File: src/rtl/rhythm_pkg.sv
// rtl/rhythm_pkg.sv - shared state encoding and key codes for the rhythm lanes
//
// Contents:
//   lane_state_t : per-lane FSM states (IDLE, WAIT, FALL, DONE)
//   KEY_START    : key code that starts a run
//   KEY_RESTART  : key code that returns a finished lane to IDLE
//   KEY_LANE0    : hit key for the first lane
package rhythm_pkg;

  typedef enum logic [1:0] {
    IDLE = 2'd0,
    WAIT = 2'd1,
    FALL = 2'd2,
    DONE = 2'd3
  } lane_state_t;

  localparam logic [7:0] KEY_START   = 8'h2c;
  localparam logic [7:0] KEY_RESTART = 8'h01;
  localparam logic [7:0] KEY_LANE0   = 8'h51;

endpackage

File: src/rtl/dropper_lane_key_edge.sv
// rtl/dropper_lane_key_edge.sv - fresh-press detector for one lane key
//
// Ports:
//   frame_clk      in   frame clock
//   Reset          in   synchronous active-low reset (clears key history)
//   keycode        in   first current key code
//   keycode_second in   second current key code
//   key_press      out  lane key seen on either code this frame but not last frame
module key_edge
  import rhythm_pkg::*;
#(
  parameter logic [7:0] KEY = KEY_LANE0
) (
  input  logic       frame_clk,
  input  logic       Reset,
  input  logic [7:0] keycode,
  input  logic [7:0] keycode_second,
  output logic       key_press
);

  logic match;
  logic match_q;

  assign match = (keycode == KEY) || (keycode_second == KEY);

  // History advances every frame regardless of lane state, so a key held
  // across a WAIT period still counts as held when the note appears.
  always_ff @(posedge frame_clk) begin
    if (!Reset) begin
      match_q <= 1'b0;
    end else begin
      match_q <= match;
    end
  end

  assign key_press = match && !match_q;

endmodule

File: src/rtl/dropper_lane.sv
// rtl/dropper_lane.sv - one falling-note lane: spawn, fall, score hit or miss
//
// Ports:
//   frame_clk       in   frame clock, sole clock
//   Reset           in   synchronous active-low reset
//   keycode         in   first current key code (also START/RESTART)
//   keycode_second  in   second current key code (hit key only)
//   dropX, dropY    out  note top-left position
//   visible         out  note is drawn (lane is falling)
//   hit, miss       out  one-frame scoring pulses
//   hit_count       out  hits this run
//   miss_count      out  misses this run
//   done            out  all notes of the run resolved
module dropper_lane
  import rhythm_pkg::*;
#(
  parameter int         X_START     = 560,
  parameter int         Y_START     = 100,
  parameter int         Y_MAX       = 400,
  parameter int         H           = 40,
  parameter int         HIT_LO      = 340,
  parameter int         HIT_HI      = 400,
  parameter int         SPEED       = 1,
  parameter int         DELAY       = 640,
  parameter int         SPACING     = 80,
  parameter int         NUM_NOTES   = 4,
  parameter logic [7:0] HIT_KEY     = KEY_LANE0,
  parameter logic [7:0] START_KEY   = KEY_START,
  parameter logic [7:0] RESTART_KEY = KEY_RESTART,
  localparam int        CW          = $clog2(NUM_NOTES + 1)
) (
  input  logic          frame_clk,
  input  logic          Reset,
  input  logic [7:0]    keycode,
  input  logic [7:0]    keycode_second,
  output logic [9:0]    dropX,
  output logic [9:0]    dropY,
  output logic          visible,
  output logic          hit,
  output logic          miss,
  output logic [CW-1:0] hit_count,
  output logic [CW-1:0] miss_count,
  output logic          done
);

  lane_state_t   state;
  logic [11:0]   cnt;
  logic [11:0]   wait_len;
  logic [CW-1:0] note_idx;
  logic          key_press;
  logic [10:0]   bottom;
  logic          miss_now;
  logic          hit_now;

  key_edge #(
    .KEY(HIT_KEY)
  ) u_key_edge (
    .frame_clk     (frame_clk),
    .Reset         (Reset),
    .keycode       (keycode),
    .keycode_second(keycode_second),
    .key_press     (key_press)
  );

  // Bottom edge one bit wider than dropY so a note near the screen edge
  // cannot wrap back into the hit window.
  assign bottom   = {1'b0, dropY} + 11'(H);
  // The miss line wins over a simultaneous press.
  assign miss_now = (bottom >= 11'(Y_MAX));
  assign hit_now  = !miss_now && key_press &&
                    (bottom >= 11'(HIT_LO)) && (bottom < 11'(HIT_HI));

  always_ff @(posedge frame_clk) begin
    if (!Reset) begin
      state      <= IDLE;
      dropY      <= 10'(Y_START);
      cnt        <= '0;
      wait_len   <= 12'(DELAY);
      note_idx   <= '0;
      hit        <= 1'b0;
      miss       <= 1'b0;
      hit_count  <= '0;
      miss_count <= '0;
    end else begin
      hit  <= 1'b0;
      miss <= 1'b0;
      unique case (state)
        IDLE: begin
          if (keycode == START_KEY) begin
            state      <= WAIT;
            wait_len   <= 12'(DELAY);
            cnt        <= '0;
            note_idx   <= '0;
            hit_count  <= '0;
            miss_count <= '0;
            dropY      <= 10'(Y_START);
          end
        end
        WAIT: begin
          if (cnt == wait_len - 12'd1) begin
            state <= FALL;
            cnt   <= '0;
          end else begin
            cnt <= cnt + 12'd1;
          end
        end
        FALL: begin
          if (miss_now) begin
            miss       <= 1'b1;
            miss_count <= miss_count + CW'(1);
          end else if (hit_now) begin
            hit       <= 1'b1;
            hit_count <= hit_count + CW'(1);
          end else begin
            dropY <= dropY + 10'(SPEED);
          end
          if (miss_now || hit_now) begin
            if (note_idx == CW'(NUM_NOTES - 1)) begin
              state <= DONE;
            end else begin
              note_idx <= note_idx + CW'(1);
              dropY    <= 10'(Y_START);
              wait_len <= 12'(SPACING);
              cnt      <= '0;
              state    <= WAIT;
            end
          end
        end
        DONE: begin
          if (keycode == RESTART_KEY) begin
            state <= IDLE;
          end
        end
        default: state <= IDLE;
      endcase
    end
  end

  assign dropX   = 10'(X_START);
  assign visible = (state == FALL);
  assign done    = (state == DONE);

endmodule

File: config.mk
export PLATFORM = sky130hd
export DESIGN_NAME = dropper_lane
export DESIGN_NICKNAME = d
export VERILOG_FILES = /design/src/rtl/rhythm_pkg.sv /design/src/rtl/dropper_lane_key_edge.sv /design/src/rtl/dropper_lane.sv
export SDC_FILE = /design/constraint.sdc
export NUM_CORES = 1
export LEC_CHECK = 0
export CAP_MARGIN = 20
export CORE_ASPECT_RATIO = 1.1
export CORE_MARGIN = 2
export CORE_UTILIZATION = 30
export DETAILED_ROUTE_END_ITERATION = 12
export GPL_TIMING_DRIVEN = 0
export PLACE_DENSITY = 0.58
export SETUP_SLACK_MARGIN = 0.15
export SLEW_MARGIN = 20
export SYNTH_ARGS = -nofsm -noshare
export SYNTH_HDL_FRONTEND = slang
export SYNTH_SLANG_ARGS = --single-unit
export TNS_END_PERCENT = 5
File: constraint.sdc
create_clock -name frame_clk -period 6.95 [get_ports frame_clk]
set_input_delay 1.39 -clock frame_clk [delete_from_list [all_inputs] [get_ports frame_clk]]
set_output_delay 1.39 -clock frame_clk [all_outputs]
set_load 0.02 [all_outputs]
==> metrics.md <==
| Metric | Value |
|---|---|
| Num ports | 48 |
| Worst-path clk slew | 0.08 ns |
| Drt total wl | 6590 um |
| DR WL/cell | 13.7 um |
| Die Wd | about 92 um |
| Hold Crit Endpoint | note_idx[2] |
| Largest cells by area after synthesis | dfxtp_1 (30%), ha_1 (5.9%), nand2_1 (4.3%) |
| HP Start | note_idx[2] |
| P_int | around 340 uW |
| R2R Path Start | dropY[4] |
| Port bufs | 37 |
| WP data arrival | approximately 2.3 ns |
| Core box area | 8320 sq um |
| Worst-Skew Late Latency | 0.30 ns |
| Max_cap viols | 0 |
| Placer Congestion | 0.862 |
| Sequential share of power | 49.7% |
| ANT cells | 0 |
| Worst-Margin Slew | ~0.75 ns |
| Syn avg cell area | 8.05 sq um |
| H-tree depth reported by CTS | 2 |
| Post-CTS setup buffer count | 0 |
| Crit path required time | 5.56 ns |
| Total CTS buffers | 5 |
| Synth unique cells | 68 |
| Post-synth EDFFs | 0 |
| Setup violations, final | 0 |
| Nets | 398 |
| Reg2reg setup slack | 4.20 ns |
| Switching power | 100 uW |
| FF-to-FF path depth | 9 |
| CP Capture Type | output pin |
| Post_cts resized | 0 |
| First-pass GRT wire length | roughly 11000 um |
| Max-slew headroom | between 40% and 50% |
| Slew Limit Fails | 0 |
| Final min period | 3.72 ns |
| TritonCTS clock tree | yes |
| Global route overflow | 0 |
| Finished Cell Area | 3190 sq um |
| Maximum VDD drop | 0.107 mV |
| Sw frac | about 23% |
| Worst hold slack | roughly 0.48 ns |
| Top FF cell, synth | dfxtp_1 |
| Clk pwr share | 43.3% |
| Placed inst area | 3080 sq um |
| Pwr dens | 137 nW/um^2 |
| Dpl ws | 3.05 ns |
| # DRC | 0 |
| Final worst-path cycle share | 53.5% |
| DRT iter0 DRCs | 85 |
| Leakage Power | 0.00115 uW |
| Layout area overhead | 25.5% |
| Fin Setup TNS | 0 ns |
| Setup ws final | 3.23 ns |
| Gr usage total | 14.4% |
| CTS Buffer Depth | 2 |
| Die height | 101 um |
| Vias/cell | 5.05 |
| Outcome | finished clean |
| CTS root buf | clkbuf_8 |
| TritonCTS Sinks | 38 |
| Vias in the first global route | 2396 |
| Row count | 35 |
| Reg2reg end | note_idx[0] |
| Post-synth top area share | 29.9% |
| DRT Pass-1 Iters | 4 |
| Initial Util | 30.6% |
| Hold path depth | 2 |
| Final hold vios | 0 |
| Ys Warns | 0 |
| Sequential area share after synthesis | between 20 and 30% |
| Asr flop ratio synth | 0% |
| Largest net degree at the start of global routing | 13 |
| Worst Clk Skew | 0.00994 ns |
| Fmax achieved | roughly 270 MHz |
| Syn Inst Count | roughly 320 |
| Critical-path maximum fanout | 10 |
| Share of cells above drive strength 1 | 10.8% |
| Area leader, netlist | dfxtp_1 |
| Hold_buf cts | 0 |
| Crit Path Class | reg -> out |
| DRT antenna net count | 0 |
| Via count of the routed design | 2426 |
| Commonest non-fill, non-tap cell in the layout | dfxtp_1 |
| Comb pwr share | 7.1% |
| Final HPWL DP | ~5000 um |
| Commonest non-fill, non-tap cells in the layout | dfxtp_1 (38), clkdlybuf4s50_1 (37), nand2_1 (29) |
| Die Area | 9230 sq um |
| Hold crit path type | reg -> reg |
| Initial antenna violation count | 0 |
| # fillers | 887 |
| Flops & latches, synth | 38 |
| Startpoint types | register |
| Cell Count, Final, Fillers Out | 480 |
| RSZ-0062 raised after global routing | no |
| Area of the mapped netlist | 2540 sq um |
| Placed Cells | 472 |
==> critical path, stage by stage, from the launching register on <==
cell	delay (ns)
dfxtp_1	0.37
inv_1	0.18
nand2_1	0.19
inv_1	0.15
clkbuf_1	0.44
clkdlybuf4s50_1	0.71
==> cells in the mapped netlist (3+ instances only) <==
cell       n
nor2_1    19
ha_1      12
or3_1      6
o31ai_1    3
o22ai_1    5
buf_2      3
and4_1     4
a31oi_1    7
and3b_1    3
and2_1     4
and3_1     5
inv_1     25
o21ai_1   20
nor4_1     5
clkbuf_1   6
nand2_1   29
dfxtp_1   38
a21oi_1   13
buf_4     12
or4_1      3
nand3_1    9
xor2_1     3
o21a_1     4
o21ai_0   14
nor3_1    11
==> per-layer routing <==
metal	GRT usage (%)	share of wire, %	vias up
met5	0	0	-
met4	5.28	1.4	0
met3	2.69	3.9	9
met2	26.0	51	44
met1	17.0	43	1133
li1	-	-	1240
==> worst max path at each step <==
| stage | to | startpoint | slack, ns |
|---|---|---|---|
| 4_1_cts | visible | state[0] | 3.26 |
| 2_1_floorplan | dropY[2] | keycode[3] | 3.99 |
| 3_3_place_gp | note_idx[2] | keycode[3] | 3.10 |
| 6_report | visible | state[0] | 3.23 |
| 3_5_place_dp | note_idx[1] | keycode[3] | 3.05 |
| 5_1_grt | visible | state[0] | 3.13 |
==> flip-flops by register name, indices dropped and copies added, names as in the netlist <==
register / flops
cnt: 12
dropY: 10
hit_count: 3
miss_count: 3
note_idx: 3
state: 2
wait_len: 2
hit: 1
miss: 1
u_key_edge.match_q: 1
==> per-stage QoR <==
step	util, %	total power, uW
6_report	38.4	439
3_5_place_dp	37.1	254
4_1_cts	38.4	442
3_3_place_gp	37.1	254
5_1_grt	38.4	453
2_1_floorplan	-	240
==> kinds of logic after synthesis <==
logic type	after synthesis	synth area share, %
other	2	0.295
muxes	1	0.443
buffers and inverters	48	9.59
and+or+nand+nor	116	25.7
DFF	38	29.9
xor gates and xnor gates	5	1.72
adders and majority gates	12	5.90
AOI/OAI and AO/OA	94	26.4
==> power by group through the flow <==
stage / clock network [uW] / registers [uW] / logic [uW]
finish: 190 / 218 / 31.0
global route: 202 / 218 / 33.4
CTS: 193 / 218 / 31.0
detailed placement: 0 / 223 / 30.9
global placement: 0 / 223 / 30.7
floorplan: 0 / 223 / 16.7
==> final cells by class <==
cell class	instances	area [sq um]	share of cell area, %
buffer	23	150	4.70
clock buffer	5	68.8	2.16
clock inverter	3	40.0	1.25
inverter	25	93.8	2.94
multi-input combinational	238	1570	49.2
sequential	38	761	23.8
tap	111	139	4.35
timing repair buffer	37	370	11.6
No activity file was read; power rests on OpenSTA's default activity.
